**src/rtl/apb_arbiter.sv**
```systemverilog
// Round-robin APB master: shares one APB bus between NREQ single-command requesters,
// sequencing SETUP/ACCESS, honouring PREADY wait states and aborting hung transfers.
module apb_arbiter #(
  parameter int NREQ    = 2,
  parameter int ADDR_W  = 8,
  parameter int DATA_W  = 32,
  parameter int TIMEOUT = 16
) (
  input  logic                   PCLK,
  input  logic                   PRESET,
  input  logic [NREQ-1:0]        req_valid,
  input  logic [NREQ-1:0]        req_write,
  input  logic [NREQ*ADDR_W-1:0] req_addr,
  input  logic [NREQ*DATA_W-1:0] req_wdata,
  output logic [NREQ-1:0]        req_ready,
  output logic [NREQ-1:0]        rsp_valid,
  output logic [DATA_W-1:0]      rsp_rdata,
  output logic                   rsp_err,
  output logic                   busy,
  output logic [ADDR_W-1:0]      PADDR,
  output logic                   PWRITE,
  output logic                   PSEL,
  output logic                   PENABLE,
  output logic [DATA_W-1:0]      PWDATA,
  input  logic [DATA_W-1:0]      PRDATA,
  input  logic                   PREADY
);

  localparam int IDX_W = (NREQ > 1) ? $clog2(NREQ) : 1;
  localparam int CNT_W = $clog2(TIMEOUT) + 1;
  localparam bit TO_EN = (TIMEOUT != 0);
  localparam logic [CNT_W-1:0] TO_LAST = TO_EN ? CNT_W'(TIMEOUT - 1) : '0;

  typedef enum logic [1:0] {
    ST_IDLE,
    ST_SETUP,
    ST_ACCESS
  } state_e;

  state_e             state_q, state_d;
  logic [IDX_W-1:0]   last_grant_q, last_grant_d;
  logic [IDX_W-1:0]   owner_q, owner_d;
  logic [CNT_W-1:0]   cnt_q, cnt_d;
  logic [ADDR_W-1:0]  paddr_q, paddr_d;
  logic               pwrite_q, pwrite_d;
  logic               psel_q, psel_d;
  logic               penable_q, penable_d;
  logic [DATA_W-1:0]  pwdata_q, pwdata_d;
  logic [NREQ-1:0]    rsp_valid_q, rsp_valid_d;
  logic [DATA_W-1:0]  rsp_rdata_q, rsp_rdata_d;
  logic               rsp_err_q, rsp_err_d;
  logic               busy_q, busy_d;

  logic [ADDR_W-1:0]  addr_arr  [NREQ];
  logic [DATA_W-1:0]  wdata_arr [NREQ];

  logic               grant_found;
  logic [IDX_W-1:0]   grant_idx;
  int                 cand;

  for (genvar i = 0; i < NREQ; i++) begin : g_unpack
    assign addr_arr[i]  = req_addr[i*ADDR_W +: ADDR_W];
    assign wdata_arr[i] = req_wdata[i*DATA_W +: DATA_W];
  end

  // Rotating priority: search starts one past the previous winner and wraps.
  always_comb begin
    // NOTE: every always_comb output gets a default before any branch, so no latch is inferred.
    grant_found = 1'b0;
    grant_idx   = '0;
    cand        = 0;
    for (int off = 1; off <= NREQ; off++) begin
      cand = (int'(last_grant_q) + off) % NREQ;
      if (!grant_found && req_valid[IDX_W'(cand)]) begin
        grant_found = 1'b1;
        grant_idx   = IDX_W'(cand);
      end
    end
  end

  always_comb begin
    req_ready = '0;
    if (state_q == ST_IDLE && grant_found) begin
      req_ready[grant_idx] = 1'b1;
    end
  end

  always_comb begin
    state_d      = state_q;
    last_grant_d = last_grant_q;
    owner_d      = owner_q;
    cnt_d        = cnt_q;
    paddr_d      = paddr_q;
    pwrite_d     = pwrite_q;
    psel_d       = psel_q;
    penable_d    = penable_q;
    pwdata_d     = pwdata_q;
    rsp_valid_d  = '0;
    rsp_rdata_d  = rsp_rdata_q;
    rsp_err_d    = rsp_err_q;
    busy_d       = busy_q;

    unique case (state_q)
      ST_IDLE: begin
        if (grant_found) begin
          paddr_d      = addr_arr[grant_idx];
          pwrite_d     = req_write[grant_idx];
          pwdata_d     = wdata_arr[grant_idx];
          psel_d       = 1'b1;
          penable_d    = 1'b0;
          last_grant_d = grant_idx;
          owner_d      = grant_idx;
          busy_d       = 1'b1;
          state_d      = ST_SETUP;
        end
      end

      ST_SETUP: begin
        penable_d = 1'b1;
        cnt_d     = '0;
        state_d   = ST_ACCESS;
      end

      ST_ACCESS: begin
        if (PREADY) begin
          psel_d               = 1'b0;
          penable_d            = 1'b0;
          rsp_valid_d[owner_q] = 1'b1;
          rsp_rdata_d          = pwrite_q ? '0 : PRDATA;
          rsp_err_d            = 1'b0;
          busy_d               = 1'b0;
          state_d              = ST_IDLE;
        end else if (TO_EN && cnt_q == TO_LAST) begin
          // Hung slave: terminate on the TIMEOUT-th ACCESS cycle with an error response.
          psel_d               = 1'b0;
          penable_d            = 1'b0;
          rsp_valid_d[owner_q] = 1'b1;
          rsp_rdata_d          = '0;
          rsp_err_d            = 1'b1;
          busy_d               = 1'b0;
          state_d              = ST_IDLE;
        end else if (!(&cnt_q)) begin
          cnt_d = cnt_q + 1'b1;
        end
      end

      default: state_d = ST_IDLE;
    endcase
  end

  // NOTE: sequential state uses non-blocking assignments so every flop samples pre-edge values.
  always_ff @(posedge PCLK or posedge PRESET) begin
    if (PRESET) begin
      state_q      <= ST_IDLE;
      last_grant_q <= IDX_W'(NREQ - 1);
      owner_q      <= '0;
      cnt_q        <= '0;
      paddr_q      <= '0;
      pwrite_q     <= 1'b0;
      psel_q       <= 1'b0;
      penable_q    <= 1'b0;
      pwdata_q     <= '0;
      rsp_valid_q  <= '0;
      rsp_rdata_q  <= '0;
      rsp_err_q    <= 1'b0;
      busy_q       <= 1'b0;
    end else begin
      state_q      <= state_d;
      last_grant_q <= last_grant_d;
      owner_q      <= owner_d;
      cnt_q        <= cnt_d;
      paddr_q      <= paddr_d;
      pwrite_q     <= pwrite_d;
      psel_q       <= psel_d;
      penable_q    <= penable_d;
      pwdata_q     <= pwdata_d;
      rsp_valid_q  <= rsp_valid_d;
      rsp_rdata_q  <= rsp_rdata_d;
      rsp_err_q    <= rsp_err_d;
      busy_q       <= busy_d;
    end
  end

  assign PADDR     = paddr_q;
  assign PWRITE    = pwrite_q;
  assign PSEL      = psel_q;
  assign PENABLE   = penable_q;
  assign PWDATA    = pwdata_q;
  assign rsp_valid = rsp_valid_q;
  assign rsp_rdata = rsp_rdata_q;
  assign rsp_err   = rsp_err_q;
  assign busy      = busy_q;

endmodule

```
**config.mk**
```make
export PLATFORM = sky130hd
export DESIGN_NAME = apb_arbiter
export DESIGN_NICKNAME = d
export VERILOG_FILES = /design/src/rtl/apb_arbiter.sv
export SDC_FILE = /design/constraint.sdc
export NUM_CORES = 1
export LEC_CHECK = 0
export CELL_PAD_IN_SITES_DETAIL_PLACEMENT = 1
export CELL_PAD_IN_SITES_GLOBAL_PLACEMENT = 2
export CORE_MARGIN = 2
export CORE_UTILIZATION = 25
export CTS_CLUSTER_SIZE = 10
export DETAILED_ROUTE_END_ITERATION = 12
export GPL_TIMING_DRIVEN = 0
export PLACE_DENSITY = 0.86
export SKIP_LAST_GASP = 1
export SLEW_MARGIN = 20
export SYNTH_ARGS = -nofsm -noshare
export SYNTH_HDL_FRONTEND = slang
export SYNTH_SLANG_ARGS = --single-unit
```
**constraint.sdc**
```tcl
create_clock -name PCLK -period 7.4 [get_ports PCLK]
set_input_delay 1.48 -clock PCLK [delete_from_list [all_inputs] [get_ports PCLK]]
set_output_delay 1.48 -clock PCLK [all_outputs]
set_load 0.01 [all_outputs]
```
==> impl_results.md <==
* Run status: finished clean
* Reg2reg end: cnt_q[2]
* CTS H-tree lvls at 3
* HP Class: reg -> reg
* GP Congestion at 0.778
* Die H at 125 um
* Max-slew violations at 0
* CTS tree: done
* I/O Buffers at 198
* Area Overhead vs Synth at 69.0%
* Post-synthesis cell area at 0.00368 mm^2
* Max rail drop VDD at 136 uV
* Number of global-route vias before repair at 3553
* Cell variety after synth at 32
* Worst R2R Setup Slack at 5.21 ns
* Initial antenna violation count at 0
* Seq pwr share at 0.347
* Hold path start: PWDATA[10]
* Clock buffer depth at 2
* Initial core utilization at 0.255
* Slew Limit Headroom at 0.627
* Leakage power at 2.74 nW
* DP Area at 0.00592 mm^2
* Starting DRT DRC Count at 45
* Crit-path slowest cell: clkdlybuf4s50_1
* CP startpoint: req_valid[0]
* Period utilization at 0.685
* Worst R2R Path Depth at 6
* Fmax at 197 MHz
* Num CTS Buffers at 9
* Clock power share at 0.197
* Crit. End Element: output port
* Most frequent cells in the layout: clkdlybuf4s50_1, dfrtp_1, nand2_1, mux2i_1, a22o_1
* Routed WL at 11.9 mm
* Syn avg cell area at 11.9 um^2
* Cell type with the largest total area after synthesis: dfrtp_1
* Critical Path Sink: req_ready[0]
* Pint at 0.00154 W
* Top Ports at 200
* EDFF count, synth at 0
* Net switching component of the power at 0.000766 W
* Commonest non-fill, non-tap cell in the layout: clkdlybuf4s50_1
* Std cell rows at 44
* Min Tclk post-route at 5.07 ns
* RSZ-0062 raised after global routing: no
* Final number of setup-violating endpoints at 0
* Cts repair resizes at 0
* Synth Register Bits at 87
* Pre-antenna DRT Iters at 4
* Final hold violation count at 0
* Critical Path Most Common Cell: clkdlybuf4s50_1
* Share of cells above drive strength 1 at 0.0687
* Data required, critical path at 5.92 ns
* DRC viols at 0
* Global-route wire length before repair at 19.4 mm
* Worst Path Max Fanout at 10
* CP Buf/Inv Count at 5
* Core Box Area at 0.0144 mm^2
* Clock sinks at 87
* CP peak stage delay at 0.54 ns
* Setup TNS at 0 ns
* Mapped Cells at 309
* Top delay family on crit path: buffers and inverters
* CTS clk-pin slew, worst paths at 0.06 ns
* Switching share of power at 0.332
* Via density at 4.57
* Seq/Total Area, Yosys at 0.593
* CP Launch Type: input pin
* Gr usage total at 0.156
* ANT nets after route at 0
* Global route total overflow at 0
* Max cap viols at 0
* Main synth FF type: dfrtp_1
* CTS Hold Buffers Added at 0
* Ys Warns at 0
* # Post-CTS Setup Buffers at 0
* Chip width at 125 um
* Crit path depth at 7
* HPWL Detailed at 9.37 mm
* N_diodes at 0
* RR Startpoint: cnt_q[0]
* Skew final at 0.00607 ns
* Crit path kind: in -> out
* Worst-margin pin slew at 0.560 ns
* Cell area after layout at 0.00621 mm^2
* Largest net degree at the start of global routing at 47
* Layout net count at 641
* Critical Path AT at 3.59 ns
* Async S/R FF share, synth at 1.00
* Root Driver: clkbuf_16
* CP cell instances: clkdlybuf4s50_1, or3b_1, clkbuf_1, buf_2, inv_1, and2_1, clkdlybuf4s50_1
* Combinational share of power at 0.456
* Syn Nets at 431
* Power density over cell area at 371 mW/mm^2
* Synth area leaders: dfrtp_1, mux2i_1, a22o_1
* Fin Hold WS at 0.480 ns
* Clock insertion delay at the later pin of the skew report at 0.34 ns
* DIE AREA at 0.0157 mm^2
* Routed vias at 3235
* Wire length per cell at 16.7 um
* Synth top area share at 0.585
## tightest hold or removal path, cell delays in order (launching register included)
cell     delay, ns
dfrtp_1       0.34
nand2_1       0.05
o21ai_0       0.06
## metrics by stage
stage / power, W / cells / setup slack [ns] / utilization
6_report: 0.00230 / 708 / 2.33 / 0.431
3_5_place_dp: 0.00188 / 692 / 2.24 / 0.410
3_3_place_gp: 0.00183 / 691 / 2.17 / 0.408
4_1_cts: 0.00235 / 708 / 2.24 / 0.431
2_1_floorplan: 0.00128 / 309 / 3.55 / -
5_1_grt: 0.00246 / 708 / 2.19 / 0.431
## how the worst min path moves through the flow
stage / depth (start not counted) / to
after floorplan: 1 / rsp_valid[0]
final: 2 / PWDATA[10]
after global routing: 2 / PWDATA[14]
after global placement: 2 / PADDR[3]
after CTS: 2 / PWDATA[20]
after detailed placement: 2 / PWDATA[20]
## routing by layer
| metal | global-route usage | up-vias | part of all wire |
|---|---|---|---|
| met5 | 0 | - | 0 |
| met1 | 0.183 | 1582 | 0.41 |
| li1 | - | 1508 | - |
| met3 | 0.0526 | 11 | 0.081 |
| met2 | 0.268 | 134 | 0.49 |
| met4 | 0.0490 | 0 | 0.013 |
## synthesized netlist by cell type, drive strengths merged, types with 2 or more instances
library cell	count
and3	2
nand2	47
dfrtp	86
clkbuf	4
mux2i	45
a21oi	2
nor2	4
and2	2
o21ai	42
nor3b	2
inv	4
nand2b	2
a21o	2
ha	3
a22o	32
buf	18
## cell families after synthesis
| kind of cell | Yosys count | synth area share |
|---|---|---|
| DFF | 87 | 0.593 |
| AOI/OAI and AO/OA | 80 | 0.145 |
| and+or+nand+nor | 66 | 0.0851 |
| muxes | 45 | 0.123 |
| buffers and inverters | 26 | 0.0402 |
| adders and majority gates | 3 | 0.0102 |
| xor gates and xnor gates | 2 | 0.00477 |
## area by class of cell
cell class              instances  area, um^2
multi-input cells             196        1350
clock inverters                 3        42.5
fillers                      1595        8210
flip-flops and latches         87        2180
well taps                     184         230
inverters                       4        17.5
clock buffers                  13         250
plain buffers                  22         133
repair buffers                199        2010
## sequential cells by signal (all words and copies together), names as in the netlist, 2 cells and up
name	cells
rsp_valid	2
PADDR	8
state_q	2
rsp_rdata	32
PWDATA	32
cnt_q	5
## power by group through the flow
| stage | registers, W | clock network, W | logic [W] |
|---|---|---|---|
| after floorplan | 0.000875 | 0 | 0.000403 |
| after global placement | 0.000792 | 0 | 0.00104 |
| after detailed placement | 0.000810 | 0 | 0.00107 |
| after CTS | 0.000805 | 0.000469 | 0.00107 |
| after global routing | 0.000833 | 0.000486 | 0.00114 |
| final | 0.000800 | 0.000453 | 0.00105 |
Power figures use the tool's default switching activity.
